### src/rtl/acc_pkg.sv
// acc_pkg: shared state encoding and default sizing for the product accumulator.
package acc_pkg;
    typedef enum logic [1:0] {IDLE, ACCUM, HOLD} state_t;
    localparam int DEF_VEC_LEN = 8;
    localparam int DEF_PROD_W  = 16;
    localparam int DEF_ACC_W   = 20;
endpackage

### src/rtl/sat_adder.sv
// sat_adder: W-bit signed adder that clamps to the representable range and flags the clamp.
module sat_adder #(
    parameter int W = 20
) (
    input  logic signed [W-1:0] a_i,
    input  logic signed [W-1:0] b_i,
    output logic signed [W-1:0] sum_o,
    output logic                ovf_o
);
    localparam logic signed [W-1:0] MAX = {1'b0, {(W-1){1'b1}}};
    localparam logic signed [W-1:0] MIN = {1'b1, {(W-1){1'b0}}};
    logic [W:0] raw;
    assign raw   = {a_i[W-1], a_i} + {b_i[W-1], b_i};
    // The two top bits disagree exactly when the true sum left the W-bit range.
    assign ovf_o = raw[W] ^ raw[W-1];
    assign sum_o = !ovf_o ? raw[W-1:0] : raw[W] ? MIN : MAX;
endmodule

### src/rtl/product_accumulator.sv
// product_accumulator: sums VEC_LEN signed products with saturation and hands the result
// downstream over a valid/ready pair.
module product_accumulator
    import acc_pkg::*;
#(
    parameter int VEC_LEN = DEF_VEC_LEN,
    parameter int PROD_W  = DEF_PROD_W,
    parameter int ACC_W   = DEF_ACC_W
) (
    input  logic                     clk,
    input  logic                     rst,
    input  logic                     in_valid,
    output logic                     in_ready,
    input  logic signed [PROD_W-1:0] in_product,
    output logic                     out_valid,
    input  logic                     out_ready,
    output logic signed [ACC_W-1:0]  out_sum,
    output logic                     out_sat
);
    localparam int CW = $clog2(VEC_LEN + 1);
    localparam logic [CW-1:0] LAST = CW'(VEC_LEN);
    state_t                 state_q, state_d;
    logic signed [ACC_W-1:0] acc_q, acc_d, prod_ext, add_sum;
    logic [CW-1:0]          cnt_q, cnt_d, cnt_inc;
    logic                   sat_q, sat_d, add_ovf, xfer;
    assign prod_ext  = {{(ACC_W-PROD_W){in_product[PROD_W-1]}}, in_product};
    assign in_ready  = state_q != HOLD;
    assign out_valid = state_q == HOLD;
    assign out_sum   = acc_q;
    assign out_sat   = sat_q;
    assign xfer      = in_valid && in_ready;
    assign cnt_inc   = cnt_q + CW'(1);
    sat_adder #(.W(ACC_W)) u_add (
        .a_i  (acc_q),
        .b_i  (prod_ext),
        .sum_o(add_sum),
        .ovf_o(add_ovf)
    );
    always_comb begin
        state_d = state_q;
        acc_d   = acc_q;
        cnt_d   = cnt_q;
        sat_d   = sat_q;
        unique case (state_q)
            IDLE: if (xfer) begin
                acc_d   = prod_ext;
                cnt_d   = CW'(1);
                sat_d   = 1'b0;
                state_d = CW'(1) == LAST ? HOLD : ACCUM;
            end
            ACCUM: if (xfer) begin
                acc_d   = add_sum;
                cnt_d   = cnt_inc;
                sat_d   = sat_q | add_ovf;
                state_d = cnt_inc == LAST ? HOLD : ACCUM;
            end
            HOLD: if (out_ready) begin
                cnt_d   = '0;
                state_d = IDLE;
            end
            default: state_d = IDLE;
        endcase
    end
    always_ff @(posedge clk) begin
        if (rst) begin
            state_q <= IDLE;
            acc_q   <= '0;
            cnt_q   <= '0;
            sat_q   <= 1'b0;
        end else begin
            state_q <= state_d;
            acc_q   <= acc_d;
            cnt_q   <= cnt_d;
            sat_q   <= sat_d;
        end
    end
endmodule

### config.mk
export PLATFORM = sky130hd
export DESIGN_NAME = product_accumulator
export DESIGN_NICKNAME = d
export VERILOG_FILES = /design/src/rtl/acc_pkg.sv /design/src/rtl/sat_adder.sv /design/src/rtl/product_accumulator.sv
export SDC_FILE = /design/constraint.sdc
export NUM_CORES = 1
export LEC_CHECK = 0
export CAP_MARGIN = 20
export CORE_ASPECT_RATIO = 0.6
export CORE_UTILIZATION = 30
export CTS_BUF_LIST = sky130_fd_sc_hd__clkbuf_8 sky130_fd_sc_hd__clkbuf_16
export DETAILED_ROUTE_END_ITERATION = 12
export SLEW_MARGIN = 20
export SYNTH_ARGS = -nofsm -noshare
export SYNTH_HDL_FRONTEND = slang
export SYNTH_SLANG_ARGS = --single-unit
### constraint.sdc
create_clock -name clk -period 5.3 [get_ports clk]
set_input_delay 1.06 -clock clk [delete_from_list [all_inputs] [get_ports clk]]
set_output_delay 1.06 -clock clk [all_outputs]
set_load 0.02 [all_outputs]
### Word level (Yosys, flattened, before mapping)

Cells that the tools add are included.

| word-level totals | value |
|---|---|
| register bits | 27 |
| bits of input ports | 20 |
| output and inout bits | 23 |
| logic and storage cells | 39 |

| cells by class | value |
|---|---|
| $add $sub $neg | 2 |
| equal/unequal tests | 7 |
| mux-type cells | 17 |
| bitwise logic cells | 2 |
| reduce and logical (&&, ||, !) cells | 7 |

Operators by type and width:

| operator | number |
|---|---|
| $mux 20 | 4 |
| $pmux 20 s2 | 1 |
| $add 20x16->21 | 1 |
| $mux 4 | 3 |
| $pmux 4 s3 | 1 |
| $mux 2 | 4 |
| $ne 2x2->1 const B | 3 |
| $pmux 2 s3 | 1 |
| $reduce_and 3->1 | 2 |
| $add 4x1->4 const B | 1 |
| $eq 4x4->1 const B | 1 |
| $reduce_and 4->1 | 1 |
| $reduce_bool 3->1 | 1 |
| $eq 2x1->1 const B | 1 |
| $eq 2x2->1 const B | 1 |
| $logic_not 2->1 | 1 |
| $mux 1 | 2 |
| $ne 2x1->1 const B | 1 |
| $pmux 1 s2 | 1 |
| $reduce_bool 2->1 | 1 |
| $logic_and 1x1->1 | 1 |
| $or 1x1->1 | 1 |
| $xor 1x1->1 | 1 |

### Depth between registers and ports, before layout

| logic depth | value |
|---|---|
| depth after elaboration | 5 |
| gate-level depth with buffers | 11 |
| mapped depth without buffers | 10 |

### Modules after synthesis

A second synthesis with hierarchy kept.

| unflattened totals | value |
|---|---|
| cells, all modules | 317 |
| area total of the unflattened synthesis | 2528.7 µm² |

Modules (own cells, without submodules):

| module | times used | cells an instance | area each (µm²) | seq. area each (µm²) |
|---|---|---|---|---|
| product_accumulator | 1 | 143 | 1295.0 | 540.5 |
| sat_adder | 1 | 174 | 1233.7 | 0.0 |

### Least setup slack after synthesis

No wires, ideal clock.

| path | value |
|---|---|
| path type | input to register |
| start | in in_product[0] |
| end | reg acc_q[1] (netlist: out_sum[1]) |
| setup time | 0.074 ns |
| arrival | 3.243 ns |
| data required time | 5.226 ns |
| setup slack | 1.983 ns |
| cell stages on the path | 10 |
| path buffers | 0 |
| path through | ha_1 inv_1 fa_1 nand2b_1 a211o_1 a21oi_4 nand4_4 and3_4 or4_1 a31oi_1 |

| on the way | value |
|---|---|
| longest elaborated chain between the ends | 5 |
| elaborated cells between the ends (all ways) | 6 |
| those cells by class | add/sub (1); mux (4); bitwise (1) |

RTL lines:

| what | line | source |
|---|---|---|
| start, declared | product_accumulator.sv:14 | `input logic signed [PROD_W-1:0] in_product,` |
| $add 20x16->21 (*) | sat_adder.sv:13 | `assign raw = {a_i[W-1], a_i} + {b_i[W-1], b_i};` |
| $mux 20 or $xor 1x1->1 (tied branches) | sat_adder.sv:16, sat_adder.sv:15 |  |
| $mux 20 (*) | sat_adder.sv:16 | `assign sum_o = !ovf_o ? raw[W-1:0] : raw[W] ? MIN : MAX;` |
| $mux 20 (*) | product_accumulator.sv:51 | `ACCUM: if (xfer) begin` |
| $pmux 20 s2 (*) | product_accumulator.sv:44 | `unique case (state_q)` |
| end signal, assigned | product_accumulator.sv:67 | `acc_q <= '0;` |
| end signal, assigned | product_accumulator.sv:72 | `acc_q <= acc_d;` |
| end, declared | product_accumulator.sv:23 | `logic signed [ACC_W-1:0] acc_q, acc_d, prod_ext, add_sum;` |

Mark *: on every way between the ends. The rest lies on a longest branch, timed or not. The select of a mux whose other input is x is not followed.
A chain may end at the register's enable or synchronous reset.

### Final worst setup path

| path | value |
|---|---|
| start | in in_product[0] |
| end | reg acc_q[4] (netlist: out_sum[4]) |

The elaborated chain is that of the path after synthesis.

==> out/qor.csv <==
metric,value,unit
outcome,"finished, final reports clean",
root_buffer,clkbuf_16,
clock_latency,0.27,ns
grt_pass1_vias,2372,
cts_buffer_depth,2,
die_area,0.00898,sq mm
ys_async_sr_fraction,0,%
setup-violations-final,0,
yosysMostFrequentCell,nand2_1,
rsz0062_at_grt,false,
critPathKind,primary input to flop,
cts_buffers,3,
drc,0,
crit_family,compound AO/OA/AOI/OAI gates,
start_util,31.8,%
fin_crit_sh,75.0,%
start_kind,primary input,
io_buffers,42,
fp.dieW,122,um
critPathMaxFanout,9,
drtIter0Drc,222,
yosys_most_used_dff,dfxtp_1,
post_cts_resized,0,
rows,25,
synth.area.top_cells,"dfxtp_1 (21%), ha_1 (12%), a21oi_1 (6.0%)",
worst_pin_slew,0.645,ns
path_clk_slew,0.08,ns
htree_levels,1,
power.density,252,mW/mm^2
p_leak,1.20,nW
routabilityCongestion,0.846,
core_area,0.00810,sq mm
grt_max_degree,31,
drt-pass1-iter-count,4,
antenna_left,0,
yosysWarnings,0,
hpwlAfterDp,5730,um
fin_util,39.1,%
path_cells,clkdlybuf4s50_1 -> ha_1 -> inv_1 -> fa_1 -> nand2b_1 -> a211o_1 -> a21oi_4 -> nand4_4 -> a31oi_1 -> buf_4 -> o21bai_1 -> a211oi_1,
critPathArrivalTime,4.16,ns
grt_pass1_wl,12100,um
syn_inst,323,
cts_tree,yes,
path_buf_inv,3,
cts-hold-fix-buffers,0,
ys_seq_area_share,21.0,%
synth_edf_count,0,
clock_skew,0.0114,ns
fmax,0.252,GHz
drive_above_1_share,8.61,%
tns,0,ns
grt-ovfl-total,0,
worstPathRequired,5.48,ns
cp-end-kind,flop,
ys_ff_latch,27,
max-slew-margin-rel,56.8,%
seq_area,541,sq um
cts_setup_buffers,0,
synthesis.nets,368,
num-fill-cells,847,
slowest_delay,0.50,ns
multi_input_area,0.00192,sq mm
hold_path_class,flop to flop,
grt_use_total,17.4,%
num_antenna_cells,0,
antenna_found_initial,0,
cts.sinks,27,
yosysTopAreaCellShare,21.0,%
layout.nets,406,
dieHeight,73.8,um
final-hold-violation-count,0,
final_max_slew_viol_count,0,
ioPinCount,43,
synth_top_cell_by_area,dfxtp_1,
slowest_stage,clkdlybuf4s50_1,
synth.top_cells.by_count,"nand2_1 (32), a21oi_1 (31), dfxtp_1 (27)",
routed_wl,7570,um
syn_area,0.00258,sq mm
syn_avg_cell_area,7.98,sq um
ys_types,69,
routedWlPerCell,16.2,um
avgViaCountPerCell,5.48,
synthToLayoutAreaGrowth,22.8,%
min_period,3.97,ns
peakVddDrop,0.000126,V
drv_cap,0,
num_vias,2566,
path summary, 6_finish.rpt:
check,cells after the start,endpoint,from,slack [ns]
worst max-delay path,12,out_sum[4],in_product[0],1.33
worst min-delay path,2,out_sum[19],out_sum[19],0.49
worst max register to register,11,out_sum[4],out_sum[0],2.25
worst min register to register,2,out_sum[19],out_sum[19],0.49
kinds of logic after synthesis:
group | synth area share [%]
multiplexers | 0.970
XOR/XNOR | 5.43
adder cells (fa/ha/maj) | 12.4
flip-flops | 21.0
AO/OA/AOI/OAI | 34.9
buffers and inverters | 4.75
AND/OR/NAND/NOR | 20.5
layout by cell type, fill, tap and decap left out, drive strengths merged, types with 6 or more instances in the layout:
master         synthesis  routed
a211oi                 8       8
a21o                   9       9
a21oi                 36      36
a221oi                 7       7
clkdlybuf4s50          0      42
dfxtp                 27      27
ha                    24      24
inv                   10      11
nand2                 32      32
nand3                  8       8
nor2                  26      26
o21ai                 23      23
o21bai                 6       6
xnor2                 10      10
xor2                   6       6
final cells by class:
class                   instances  area share, %
multi-input cells             272           60.5
flip-flops and latches         27           17.1
repair buffers                 47           14.5
well taps                     108           4.27
clock buffers                   3           2.37
inverters                      10           1.19
clock inverters                 1          0.119
flip-flops by register name, summed over array words and instances, names as in the netlist:
name and flops:
cnt_q 4, state_q 2, out_sum 20, out_sat 1
power breakdown:
group / total, mW / internal [mW] / leakage (nW) / switching [mW]
clock network: 0.180 / 0.101 / 0.0423 / 0.0782
logic: 0.377 / 0.162 / 0.934 / 0.215
registers: 0.239 / 0.221 / 0.223 / 0.0176
total: 0.796 / 0.485 / 1.20 / 0.311
tightest hold or removal path: stages, from the launching register on:
cell and delay (ns):
dfxtp_1 0.33, nand2_1 0.06, a21oi_1 0.05
metrics by stage:
stage                     power (mW)  hold slack, ns  setup WS (ns)  area [sq um]  std cells
after CTS                      0.796           0.491           1.38          3170        468
after global placement         0.615           0.461           1.24          3090        464
after detailed placement       0.616           0.482           1.13          3090        464
final                          0.796           0.491           1.33          3170        468
after floorplan                0.506           0.449           1.98          2580        323
after global routing           0.842           0.510           1.14          3170        468
layer usage:
| metal | track usage, % | up-vias | routed length, um |
|---|---|---|---|
| met2 | 24.1 | 79 | 2920 |
| met4 | 3.02 | 0 | 58 |
| li1 | - | 1290 | - |
| met1 | 27.4 | 1190 | 4150 |
| met5 | 0 | - | 0 |
| met3 | 3.11 | 7 | 439 |
Power figures use the tool's default switching activity.
